### config.mk
export PLATFORM = sky130hd
export DESIGN_NAME = run_sequencer
export DESIGN_NICKNAME = d
export VERILOG_FILES = /design/src/rtl/tb_ctrl_pkg.sv /design/src/rtl/phase_timer.sv /design/src/rtl/run_sequencer.sv
export SDC_FILE = /design/constraint.sdc
export NUM_CORES = 1
export LEC_CHECK = 0
export ABC_AREA = 1
export CAP_MARGIN = 20
export CORE_ASPECT_RATIO = 1.5
export CORE_MARGIN = 2
export CORE_UTILIZATION = 56
export DETAILED_ROUTE_END_ITERATION = 6
export PLACE_DENSITY = 0.9
export SKIP_LAST_GASP = 1
export SYNTH_ARGS = -nofsm -noshare
export SYNTH_HDL_FRONTEND = slang
export SYNTH_SLANG_ARGS = --single-unit
### constraint.sdc
create_clock -name clk -period 16.8 [get_ports clk]
set_clock_uncertainty 0.15 [all_clocks]
set_input_delay 3.36 -clock clk [delete_from_list [all_inputs] [get_ports clk]]
set_output_delay 3.36 -clock clk [all_outputs]
set_load 0.02 [all_outputs]
### src/rtl/tb_ctrl_pkg.sv
// ---------------------------------------------------------------------------
// tb_ctrl_pkg
//   Definitions shared by the run sequencer and the Avalon register file:
//   the sequencer state encoding, the verdict codes reported on o_status and
//   the bit positions of the core control word (reset / enable / freeze).
//   Keeping the control-word layout here means the register file and the
//   sequencer can never disagree on which bit drives which core input.
// ---------------------------------------------------------------------------
package tb_ctrl_pkg;

  // Sequencer phases, in the order a run walks through them.
  typedef enum logic [2:0] {
    IDLE   = 3'd0,
    CLEAR  = 3'd1,
    SETTLE = 3'd2,
    RUN    = 3'd3,
    DRAIN  = 3'd4,
    DONE   = 3'd5
  } state_t;

  // Verdict codes.
  localparam logic [1:0] ST_NONE  = 2'd0;
  localparam logic [1:0] ST_PASS  = 2'd1;
  localparam logic [1:0] ST_ERR   = 2'd2;
  localparam logic [1:0] ST_ABORT = 2'd3;  // timeout or software abort

  // Control-word bit positions.
  localparam int CTRL_RESET  = 0;
  localparam int CTRL_ENABLE = 1;
  localparam int CTRL_FREEZE = 2;
  localparam int CTRL_W      = 3;

  // Control word the core should see while the sequencer sits in state s.
  // Reset is held through IDLE and CLEAR, enable only in RUN, freeze only in
  // DONE; SETTLE and DRAIN leave the core out of reset but idle.
  function automatic logic [CTRL_W-1:0] ctrl_word(input state_t s);
    logic [CTRL_W-1:0] w;
    w = '0;
    case (s)
      IDLE, CLEAR: w[CTRL_RESET]  = 1'b1;
      RUN:         w[CTRL_ENABLE] = 1'b1;
      DONE:        w[CTRL_FREEZE] = 1'b1;
      default:     w = '0;
    endcase
    return w;
  endfunction

  // True for the phases in which a run is in progress.
  function automatic logic is_busy(input state_t s);
    return (s == CLEAR) || (s == SETTLE) || (s == RUN) || (s == DRAIN);
  endfunction

endpackage : tb_ctrl_pkg

### src/rtl/phase_timer.sv
// ---------------------------------------------------------------------------
// phase_timer
//   Loadable down-counter with a zero flag. The sequencer loads it with
//   (phase length - 1) on the edge that enters a timed phase and leaves the
//   phase on the edge where zero is seen, so a load of N-1 gives a phase of
//   exactly N cycles. The counter parks at zero once it gets there.
//
// Ports
//   clk        system clock
//   reset      asynchronous, active-high reset (count returns to zero)
//   load       load load_value on the next edge (takes priority over count)
//   load_value value to load
//   zero       high while the registered count is zero
// ---------------------------------------------------------------------------
module phase_timer #(
  parameter int W = 16
) (
  input  logic         clk,
  input  logic         reset,
  input  logic         load,
  input  logic [W-1:0] load_value,
  output logic         zero
);

  logic [W-1:0] count_reg;

  always_ff @(posedge clk or posedge reset) begin
    if (reset) begin
      count_reg <= '0;
    end else if (load) begin
      count_reg <= load_value;
    end else if (count_reg != '0) begin
      count_reg <= count_reg - W'(1);
    end
  end

  assign zero = (count_reg == '0);

endmodule : phase_timer

### src/rtl/run_sequencer.sv
// ---------------------------------------------------------------------------
// run_sequencer
//   Autonomous controller for one arithmetic test run on the testbench core.
//   Walks the core through CLEAR -> SETTLE -> RUN -> DRAIN -> DONE, stopping
//   the RUN phase when the data counter reaches the target, when the cycle
//   timeout expires, or when software aborts. Reports a verdict and the
//   number of cycles spent in RUN.
//
// Parameters
//   RESET_CYCLES  cycles the core is held in reset during CLEAR (>= 1)
//   CNT_W         width of target / timeout / core counters / run counter
//   DLY_W         width of the settle and drain delay fields
//
// Ports
//   clk, reset     clock; asynchronous active-high reset
//   i_start        one-cycle pulse, starts a run from IDLE or DONE
//   i_abort        terminates a run in progress (wins over i_start)
//   i_target       data points to run            (latched on start)
//   i_timeout      max RUN cycles, 0 = unlimited (latched on start)
//   i_settle       idle cycles before enable     (latched on start)
//   i_drain        cycles after enable drop      (latched on start)
//   i_data_ctr     core data counter  (synchronous to clk)
//   i_error_ctr    core error counter (synchronous to clk)
//   o_tb_reset / o_tb_enable / o_tb_freeze   core control lines
//   o_busy         high in CLEAR, SETTLE, RUN, DRAIN
//   o_done         high in DONE
//   o_status       0 none, 1 pass, 2 errors, 3 timeout/abort
//   o_run_cycles   cycles spent in RUN, saturating
//
//   All outputs come straight from registers. Outputs that depend only on
//   the phase are registered from the next-state value, so they change on
//   the same edge as the state itself.
// ---------------------------------------------------------------------------
module run_sequencer
  import tb_ctrl_pkg::*;
#(
  parameter int RESET_CYCLES = 4,
  parameter int CNT_W        = 32,
  parameter int DLY_W        = 16
) (
  input  logic             clk,
  input  logic             reset,
  input  logic             i_start,
  input  logic             i_abort,
  input  logic [CNT_W-1:0] i_target,
  input  logic [CNT_W-1:0] i_timeout,
  input  logic [DLY_W-1:0] i_settle,
  input  logic [DLY_W-1:0] i_drain,
  input  logic [CNT_W-1:0] i_data_ctr,
  input  logic [CNT_W-1:0] i_error_ctr,
  output logic             o_tb_reset,
  output logic             o_tb_enable,
  output logic             o_tb_freeze,
  output logic             o_busy,
  output logic             o_done,
  output logic [1:0]       o_status,
  output logic [CNT_W-1:0] o_run_cycles
);

  // One timer serves CLEAR, SETTLE and DRAIN, so it must be wide enough for
  // both the delay fields and the fixed reset length.
  localparam int CLR_W = $clog2(RESET_CYCLES + 1);
  localparam int TMR_W = (DLY_W > CLR_W) ? DLY_W : CLR_W;

  // -------------------------------------------------------------------------
  // State and registered outputs
  // -------------------------------------------------------------------------
  state_t            state_reg, state_next;
  logic [CTRL_W-1:0] ctrl_reg;
  logic              busy_reg;
  logic              done_reg;
  logic [1:0]        status_reg, status_next;
  logic [CNT_W-1:0]  run_cycles_reg;
  logic              timeout_flag_reg, timeout_flag_next;

  // Configuration captured on the accepted start edge.
  logic [CNT_W-1:0]  target_reg;
  logic [CNT_W-1:0]  timeout_reg;
  logic [DLY_W-1:0]  settle_reg;
  logic [DLY_W-1:0]  drain_reg;

  // Phase timer control.
  logic              tmr_load;
  logic [TMR_W-1:0]  tmr_value;
  logic              tmr_zero;

  // Decoded events.
  logic              start_ok;    // start accepted (abort has priority)
  logic              abort_now;   // abort taken this cycle
  logic              target_hit;
  logic              timeout_hit;
  logic              enter_clear;
  logic              enter_done;

  assign start_ok    = i_start && !i_abort;
  assign target_hit  = (i_data_ctr >= target_reg);
  assign timeout_hit = (timeout_reg != '0) &&
                       ((run_cycles_reg + CNT_W'(1)) == timeout_reg);

  // -------------------------------------------------------------------------
  // Next-state decode
  // -------------------------------------------------------------------------
  always_comb begin
    state_next        = state_reg;
    tmr_load          = 1'b0;
    tmr_value         = '0;
    abort_now         = 1'b0;
    timeout_flag_next = timeout_flag_reg;

    case (state_reg)
      IDLE, DONE: begin
        if (start_ok) begin
          state_next        = CLEAR;
          tmr_load          = 1'b1;
          tmr_value         = TMR_W'(RESET_CYCLES - 1);
          timeout_flag_next = 1'b0;
        end
      end

      CLEAR: begin
        if (i_abort) begin
          state_next = DONE;
          abort_now  = 1'b1;
        end else if (tmr_zero) begin
          if (settle_reg == '0) begin
            state_next = RUN;
          end else begin
            state_next = SETTLE;
            tmr_load   = 1'b1;
            tmr_value  = TMR_W'(settle_reg - DLY_W'(1));
          end
        end
      end

      SETTLE: begin
        if (i_abort) begin
          state_next = DONE;
          abort_now  = 1'b1;
        end else if (tmr_zero) begin
          state_next = RUN;
        end
      end

      RUN: begin
        if (i_abort) begin
          state_next = DONE;
          abort_now  = 1'b1;
        end else if (target_hit || timeout_hit) begin
          // Reaching the target in the same cycle as the timeout is a pass.
          timeout_flag_next = !target_hit;
          if (drain_reg == '0) begin
            state_next = DONE;
          end else begin
            state_next = DRAIN;
            tmr_load   = 1'b1;
            tmr_value  = TMR_W'(drain_reg - DLY_W'(1));
          end
        end
      end

      DRAIN: begin
        if (i_abort) begin
          state_next = DONE;
          abort_now  = 1'b1;
        end else if (tmr_zero) begin
          state_next = DONE;
        end
      end

      default: state_next = IDLE;
    endcase
  end

  assign enter_clear = (state_next == CLEAR) && (state_reg != CLEAR);
  assign enter_done  = (state_next == DONE)  && (state_reg != DONE);

  // Verdict is decided on the edge that enters DONE, using the error
  // counter as it stands at that moment.
  always_comb begin
    status_next = status_reg;
    if (enter_clear) begin
      status_next = ST_NONE;
    end else if (enter_done) begin
      if (abort_now || timeout_flag_next) begin
        status_next = ST_ABORT;
      end else if (i_error_ctr != '0) begin
        status_next = ST_ERR;
      end else begin
        status_next = ST_PASS;
      end
    end
  end

  // -------------------------------------------------------------------------
  // Sequencer registers
  // -------------------------------------------------------------------------
  always_ff @(posedge clk or posedge reset) begin
    if (reset) begin
      state_reg        <= IDLE;
      ctrl_reg         <= ctrl_word(IDLE);
      busy_reg         <= 1'b0;
      done_reg         <= 1'b0;
      status_reg       <= ST_NONE;
      run_cycles_reg   <= '0;
      timeout_flag_reg <= 1'b0;
      target_reg       <= '0;
      timeout_reg      <= '0;
      settle_reg       <= '0;
      drain_reg        <= '0;
    end else begin
      state_reg        <= state_next;
      ctrl_reg         <= ctrl_word(state_next);
      busy_reg         <= is_busy(state_next);
      done_reg         <= (state_next == DONE);
      status_reg       <= status_next;
      timeout_flag_reg <= timeout_flag_next;

      if (enter_clear) begin
        target_reg  <= i_target;
        timeout_reg <= i_timeout;
        settle_reg  <= i_settle;
        drain_reg   <= i_drain;
      end

      // Every cycle spent in RUN is counted, including the exit cycle.
      if (enter_clear) begin
        run_cycles_reg <= '0;
      end else if ((state_reg == RUN) && (run_cycles_reg != '1)) begin
        run_cycles_reg <= run_cycles_reg + CNT_W'(1);
      end
    end
  end

  // -------------------------------------------------------------------------
  // Shared phase timer
  // -------------------------------------------------------------------------
  phase_timer #(
    .W (TMR_W)
  ) u_phase_timer (
    .clk        (clk),
    .reset      (reset),
    .load       (tmr_load),
    .load_value (tmr_value),
    .zero       (tmr_zero)
  );

  // -------------------------------------------------------------------------
  // Outputs
  // -------------------------------------------------------------------------
  assign o_tb_reset   = ctrl_reg[CTRL_RESET];
  assign o_tb_enable  = ctrl_reg[CTRL_ENABLE];
  assign o_tb_freeze  = ctrl_reg[CTRL_FREEZE];
  assign o_busy       = busy_reg;
  assign o_done       = done_reg;
  assign o_status     = status_reg;
  assign o_run_cycles = run_cycles_reg;

endmodule : run_sequencer
== Yosys cells after proc, flatten, opt, wreduce, memory -nomap -nowiden ==
Cells that the tools add are included.

* $add $sub $neg: 4
* $lt $le $gt $ge: 1
* Equality and inequality tests: 14
* Multiplexer cells: 45
* Reduce and logical (&&, ||, !) cells: 26

{| class="wikitable"
|+ Operator list
! kind !! count
|-
| 16-bit two-way mux || 8
|-
| 32-bit two-way mux || 2
|-
| 32-bit nonzero test || 2
|-
| 16-bit logical NOT || 3
|-
| 16-bit one-hot mux with 3 select lines || 1
|-
| 16-bit by 1-bit subtractor with 16-bit output (second input constant) || 3
|-
| 32-bit by 1-bit adder with 32-bit output (second input constant) || 1
|-
| 32-bit == test || 1
|-
| 32-bit greater-or-equal comparator || 1
|-
| 32-bit != test (second input constant) || 1
|-
| 3-bit two-way mux || 9
|-
| 1-bit two-way mux || 17
|-
| 16-bit nonzero test || 1
|-
| 3-bit one-hot mux with 5 select lines || 1
|-
| 3-bit by 2-bit == test with 1-bit output (second input constant) || 4
|-
| 3-bit == test (second input constant) || 4
|-
| 2-bit two-way mux || 5
|-
| 3-bit by 1-bit == test with 1-bit output (second input constant) || 2
|-
| 3-bit logical NOT || 2
|-
| 2-bit nonzero test || 3
|-
| 1-bit logical AND || 5
|-
| 1-bit logical OR || 5
|-
| 2-bit OR reduction || 2
|-
| 4-bit OR reduction || 1
|-
| other kinds (5) || 6
|}

* Register bits: 155
* Output and inout port bits: 39
* Word-level logic and storage cells: 102

== Logic depth before layout (Yosys ltp) ==
* Depth after elaboration: 11
* Depth in mapped cells: 22
* Gate-level depth less buffers: 22

== Modules after synthesis ==
A second synthesis with hierarchy kept.

* Cell total of the unflattened synthesis: 1282
* Area total of the unflattened synthesis: 9845.7 µm²

{| class="wikitable"
|+ Modules (own cells, without submodules)
! module !! instances !! cells an instance !! area each (µm²) !! seq. area each (µm²)
|-
| run_sequencer || 1 || 1113 || 8632.0 || 3454.6
|-
| phase_timer || 1 || 169 || 1213.7 || 400.4
|}

== Worst setup path after synthesis ==
No wires, ideal clock.

* Path kind: input to register
* Start point: input i_data_ctr[1]
* End point: register u_phase_timer.count_reg[4]
* Setup time: 142 ps
* Arrival time: 4892 ps
* Required time: 16508 ps
* Setup slack: 11616 ps
* Stages on the path: 17
* Buffers on the path: 1
* Path through: ha_1 inv_1 o21ai_0 nand3_1 a21oi_1 o21ai_0 nand2_1 nand2_1 nand3_1 inv_1 nand2_2 nand3_4 nand2_4 inv_2 buf_6 nand2_1 o221ai_1

* Cells in the longest elaborated chain, start to end: 6
* Elaborated cells between the ends (all ways): 10

{| class="wikitable"
|+ RTL lines
! item !! line !! RTL
|-
| from (decl) || run_sequencer.sv:49 || <nowiki>input logic [CNT_W-1:0] i_data_ctr,</nowiki>
|-
| 32-bit greater-or-equal comparator * || run_sequencer.sv:96 || <nowiki>assign target_hit = (i_data_ctr >= target_reg);</nowiki>
|-
| 1-bit logical OR * || run_sequencer.sv:148 || <nowiki>end else if (target_hit || timeout_hit) begin</nowiki>
|-
| 16-bit two-way mux / 1-bit two-way mux (equally long branches) || run_sequencer.sv:148 ||
|-
| 16-bit two-way mux / 1-bit two-way mux (equally long branches) || run_sequencer.sv:145 || <nowiki>if (i_abort) begin</nowiki>
|-
| 16-bit one-hot mux with 3 select lines / 1-bit one-hot mux with 3 select lines (equally long branches) || run_sequencer.sv:110 || <nowiki>case (state_reg)</nowiki>
|-
| 16-bit two-way mux / 2-bit nonzero test (equally long branches) || n/a ||
|-
| to (signal assigned) || phase_timer.sv:31 || <nowiki>count_reg <= load_value;</nowiki>
|-
| to (signal assigned) || phase_timer.sv:33 || <nowiki>count_reg <= count_reg - W'(1);</nowiki>
|-
| to (decl) || phase_timer.sv:25 || <nowiki>logic [W-1:0] count_reg;</nowiki>
|}

Every way passes the cells marked *; elsewhere a longest branch is shown, timed or not.
A chain may end at the register's enable or synchronous reset.

== Worst setup path in the final report ==
* Start point: input i_abort
* End point: register status_reg[1] (netlist: o_status[1])

* Elaborated cells between the ends (all ways): 22

{| class="wikitable"
|+ RTL lines
! item !! line !! RTL
|-
| from (decl) || run_sequencer.sv:44 || <nowiki>input logic i_abort,</nowiki>
|-
| 1-bit logical NOT || run_sequencer.sv:95 || <nowiki>assign start_ok = i_start && !i_abort;</nowiki>
|-
| 1-bit logical AND || run_sequencer.sv:95 ||
|-
| 3-bit two-way mux || run_sequencer.sv:112 || <nowiki>if (start_ok) begin</nowiki>
|-
| 3-bit one-hot mux with 5 select lines * || run_sequencer.sv:110 ||
|-
| via state_next[0] || run_sequencer.sv:68 || <nowiki>state_t state_reg, state_next;</nowiki>
|-
| 3-bit by 1-bit == test with 1-bit output / 3-bit == test (equally long branches) || run_sequencer.sv:174, run_sequencer.sv:175 ||
|-
| 1-bit logical AND, on equally long branches || run_sequencer.sv:174, run_sequencer.sv:175 ||
|-
| 2-bit two-way mux / 2-bit nonzero test (equally long branches) || n/a ||
|-
| to (signal assigned) || run_sequencer.sv:215 || <nowiki>status_reg <= status_next;</nowiki>
|-
| to (decl) || run_sequencer.sv:72 || <nowiki>logic [1:0] status_reg, status_next;</nowiki>
|}

The timed path passes the listed nets; every way through them passes the cells marked *. The select of a mux whose other input is x is not followed.

==> out/qor.json <==
{
  "finish": {
    "layout-area-overhead-vs-synth_pct": 29.4,
    "layout.core_utilization_pct": 73.0,
    "post_route_cells_drive_above_1_share_pct": 4.26,
    "number_of_diodes_added_for_antenna_fixing": 0,
    "nets_finish": 1691
  },
  "cts": {
    "cts_tree": "built",
    "htree_levels": 4,
    "tritoncts_sink_count": 154,
    "clock_root_buffer_master": "clkbuf_16",
    "clock_input_transition_at_the_sequential_cells_of_the_worst_setup_and_hold_paths_ps": 60,
    "ctsResizeCount": 0,
    "tritoncts.num_buffers": 17,
    "cts_hold_repair.buffers": 0,
    "cts_setup_buffers": 0,
    "clkLatencyLatePin_ps": 430,
    "cts-root-to-sink-buffers": 2
  },
  "synth": {
    "synth-seq-cells": 154,
    "post_synth.cell_area_avg_um2": 7.23,
    "synth-seq-area-share_pct": 41.1,
    "synthDominantAreaCellType": "dfrtp_1",
    "synthCells": 1297,
    "count_of_flip_flops_with_a_built_in_enable_after_synthesis": 0,
    "synth_warnings": 0,
    "synth.cell_area_mm2": 0.00938,
    "ys.flop_type": "dfrtp_1",
    "ys_top_cells_by_area": "dfrtp_1, nand2_1, inv_1, o21ai_0, ha_1",
    "synthesis.nets": 1497,
    "async_flop_share_pct": 100,
    "distinct_cell_type_count_after_synthesis": 41,
    "yosysTopAreaCellShare_pct": 40.8
  },
  "timing": {
    "finalWorstPathRequiredPeriod_ps": 6060,
    "timing_worst_slew_pin_value_ps": 1100,
    "maxClockFrequency_ghz": 0.165,
    "final_max_slew_viol_count": 0,
    "final-setup-viol-count": 0,
    "rsz0062_at_grt": "no",
    "report.final.hold_viol_count": 0,
    "period_share_pct": 36.0,
    "timing.setup.tns_ps": 0,
    "headroom_to_the_max_slew_limit_pct": 26.3
  },
  "critical_path": {
    "arrival_ps": 6270,
    "worst-r2r-setup-slack_ps": 13310,
    "r2r_cells": 16,
    "regToRegEndpoint": "u_phase_timer.count_reg[12]$_DFFE_PP0P_",
    "critical_path.endpoint_type": "register",
    "path_common_cell": "nand2_1",
    "req_time_crit_path_ps": 17020,
    "worstSetupPathType": "in -> reg",
    "biggest_fanout_along_the_worst_timing_path": 106,
    "crit_path_cell_trace": "clkdlybuf4s50_1 -> inv_1 -> nand2_1 -> nor2_4 -> buf_4 -> buf_4 -> nor2_1 -> nand3_2 -> nand2_1 -> nor2_1 -> nand2_1 -> nand2_1",
    "r2r_start": "settle_reg[0]$_DFFE_PP0P_",
    "timing.critical_path.from_type": "input pin",
    "worst_path_max_delay_cell": "buf_4",
    "crit_path_max_incr_delay_ps": 810
  },
  "floorplan": {
    "die_y_um": 163,
    "floorplan.die_area_mm2": 0.0178,
    "start_util_pct": 56.4,
    "core-area_mm2": 0.0166,
    "io_pins": 203,
    "floorplan.rows": 58,
    "die_width_um": 110
  },
  "pwr": {
    "pwr-share-clk_pct": 22.6,
    "static-leakage-power_nw": 5.61,
    "vdd.ir_drop.worst_uv": 94.3,
    "power_density_mw_per_mm2": 135,
    "switching_share_pct": 40.1,
    "p_seq_share_pct": 37.1,
    "comb_power_share_pct": 40.3,
    "p_sw_mw": 0.657,
    "internal_power_mw": 0.983
  },
  "global_routing": {
    "groute.layer.met2.usage_pct": 55.9,
    "grtUsageMet3_pct": 5.20,
    "met1_usage_pct": 37.2,
    "grt_start_max_net_pins": 107,
    "grt_first_pass_wirelength_um": 45300,
    "grt_antenna_before_repair": 0,
    "first_global_vias": 9647,
    "grt_use_total_pct": 32.6,
    "grt.busiest_layer": "met2",
    "gr-total-overflow": 0
  },
  "worst_hold_path": {
    "holdCritStartpoint": "drain_reg[0]$_DFFE_PP0P_",
    "whs_path_depth": 1,
    "hold_path_end": "u_phase_timer.count_reg[0]$_DFFE_PP0P_",
    "timing.hold.worst.class": "reg -> reg"
  },
  "detailed_routing": {
    "drcViolationCount": 0,
    "vias": 9540,
    "detail_route.iter0.violations": 724,
    "drtAntennaViolNets": 0,
    "via_per_inst": 5.57,
    "post_drt_wl_per_cell_um": 16.0,
    "routed_wirelength_um": 27400,
    "first_pass_iters": 5
  },
  "placement": {
    "dpl.hpwl_um": 20500,
    "port_buffers": 202,
    "last_weighted_congestion_value_of_the_routability_driven_placer": 0.952
  },
  "run": {
    "cap_violations": 0
  },
  "outcome": {
    "outcome": "finished clean"
  }
}
## placed cells by master (no fill, tap or decap), drive strengths merged, types with 5 or more instances in the layout
master	n
a21oi	30
buf	5
clkbuf	19
clkdlybuf4s50	202
clkinv	7
dfrtp	153
ha	36
inv	166
nand2	414
nand3	84
nand3b	5
nand4	11
nor2	132
nor3	24
nor4	12
o211ai	5
o21ai	106
o22ai	28
xnor2	8
xor2	36
## worst max-delay path by stage
stage / from / end / cells after the start
after CTS: i_abort / o_status[1]$_DFFE_PP0P_ / 12
after global placement: i_abort / o_status[1]$_DFFE_PP0P_ / 12
after floorplan: reset / ctrl_reg[1]$_DFF_PP0_ / 1
final: i_abort / o_status[1]$_DFFE_PP0P_ / 12
after global routing: i_abort / o_status[1]$_DFFE_PP0P_ / 12
after detailed placement: i_abort / o_status[1]$_DFFE_PP0P_ / 12
## per-layer routing
layer / part of all wire (%) / vias to the layer above / wire length [um]
met3: 5.1 / 115 / 1390
li1: - / 4559 / -
met2: 52 / 418 / 14100
met1: 37 / 4448 / 10100
met5: 0 / - / 0
met4: 6.4 / 0 / 1760
## metrics by stage
step	total power [mW]	cells	hold WS [ps]	worst slack, ps	cell area (um2)
finish	1.64	1714	330	10740	12100
global route	1.77	1714	367	10390	12100
CTS	1.64	1714	332	10760	12100
detailed placement	1.26	1682	323	10320	11600
global placement	1.23	1682	318	10460	11600
floorplan	1.05	1297	296	9140	9380
## layout make-up
| type | instances | area, um2 |
|---|---|---|
| Clock buffer | 19 | 443 |
| Timing Repair Buffer | 207 | 2060 |
| Fill cell | 1251 | 4480 |
| Sequential cell | 154 | 3850 |
| Multi-Input combinational cell | 947 | 4780 |
| Tap cell | 210 | 263 |
| Clock inverter | 13 | 119 |
| Inverter | 164 | 621 |
## critical path, delay by kind of cell
| family | cells | cell delay (ps) |
|---|---|---|
| buf+inv | 4 | 2030 |
| simple gates | 8 | 870 |
## synth_stat cells (12+ instances only)
cell	n
a21oi_1	30
clkbuf_1	26
dfrtp_1	153
ha_1	36
inv_1	162
nand2_1	408
nand3_1	81
nor2_1	120
nor3_1	24
nor4_1	12
o21ai_0	105
o22ai_1	28
xor2_1	36
## power groups by stage
| stage | Combinational (mW) | Clock (mW) | Sequential, mW |
|---|---|---|---|
| floorplan | 0.453 | 0 | 0.596 |
| global placement | 0.621 | 0 | 0.605 |
| detailed placement | 0.650 | 0 | 0.610 |
| CTS | 0.659 | 0.372 | 0.605 |
| global route | 0.756 | 0.388 | 0.622 |
| finish | 0.661 | 0.370 | 0.608 |
## logic make-up (layout without fill, tap and decap cells)
kind of cell    Yosys count  after routing  share of synthesized area [%]
xor+xnor                 47             47                           4.83
flops                   154            154                           41.1
fa+ha+maj                36             36                           4.80
buf+inv                 196            403                           8.06
simple gates            687            687                           31.0
compound gates          177            177                           10.2
(Power assumes the default switching activity.)
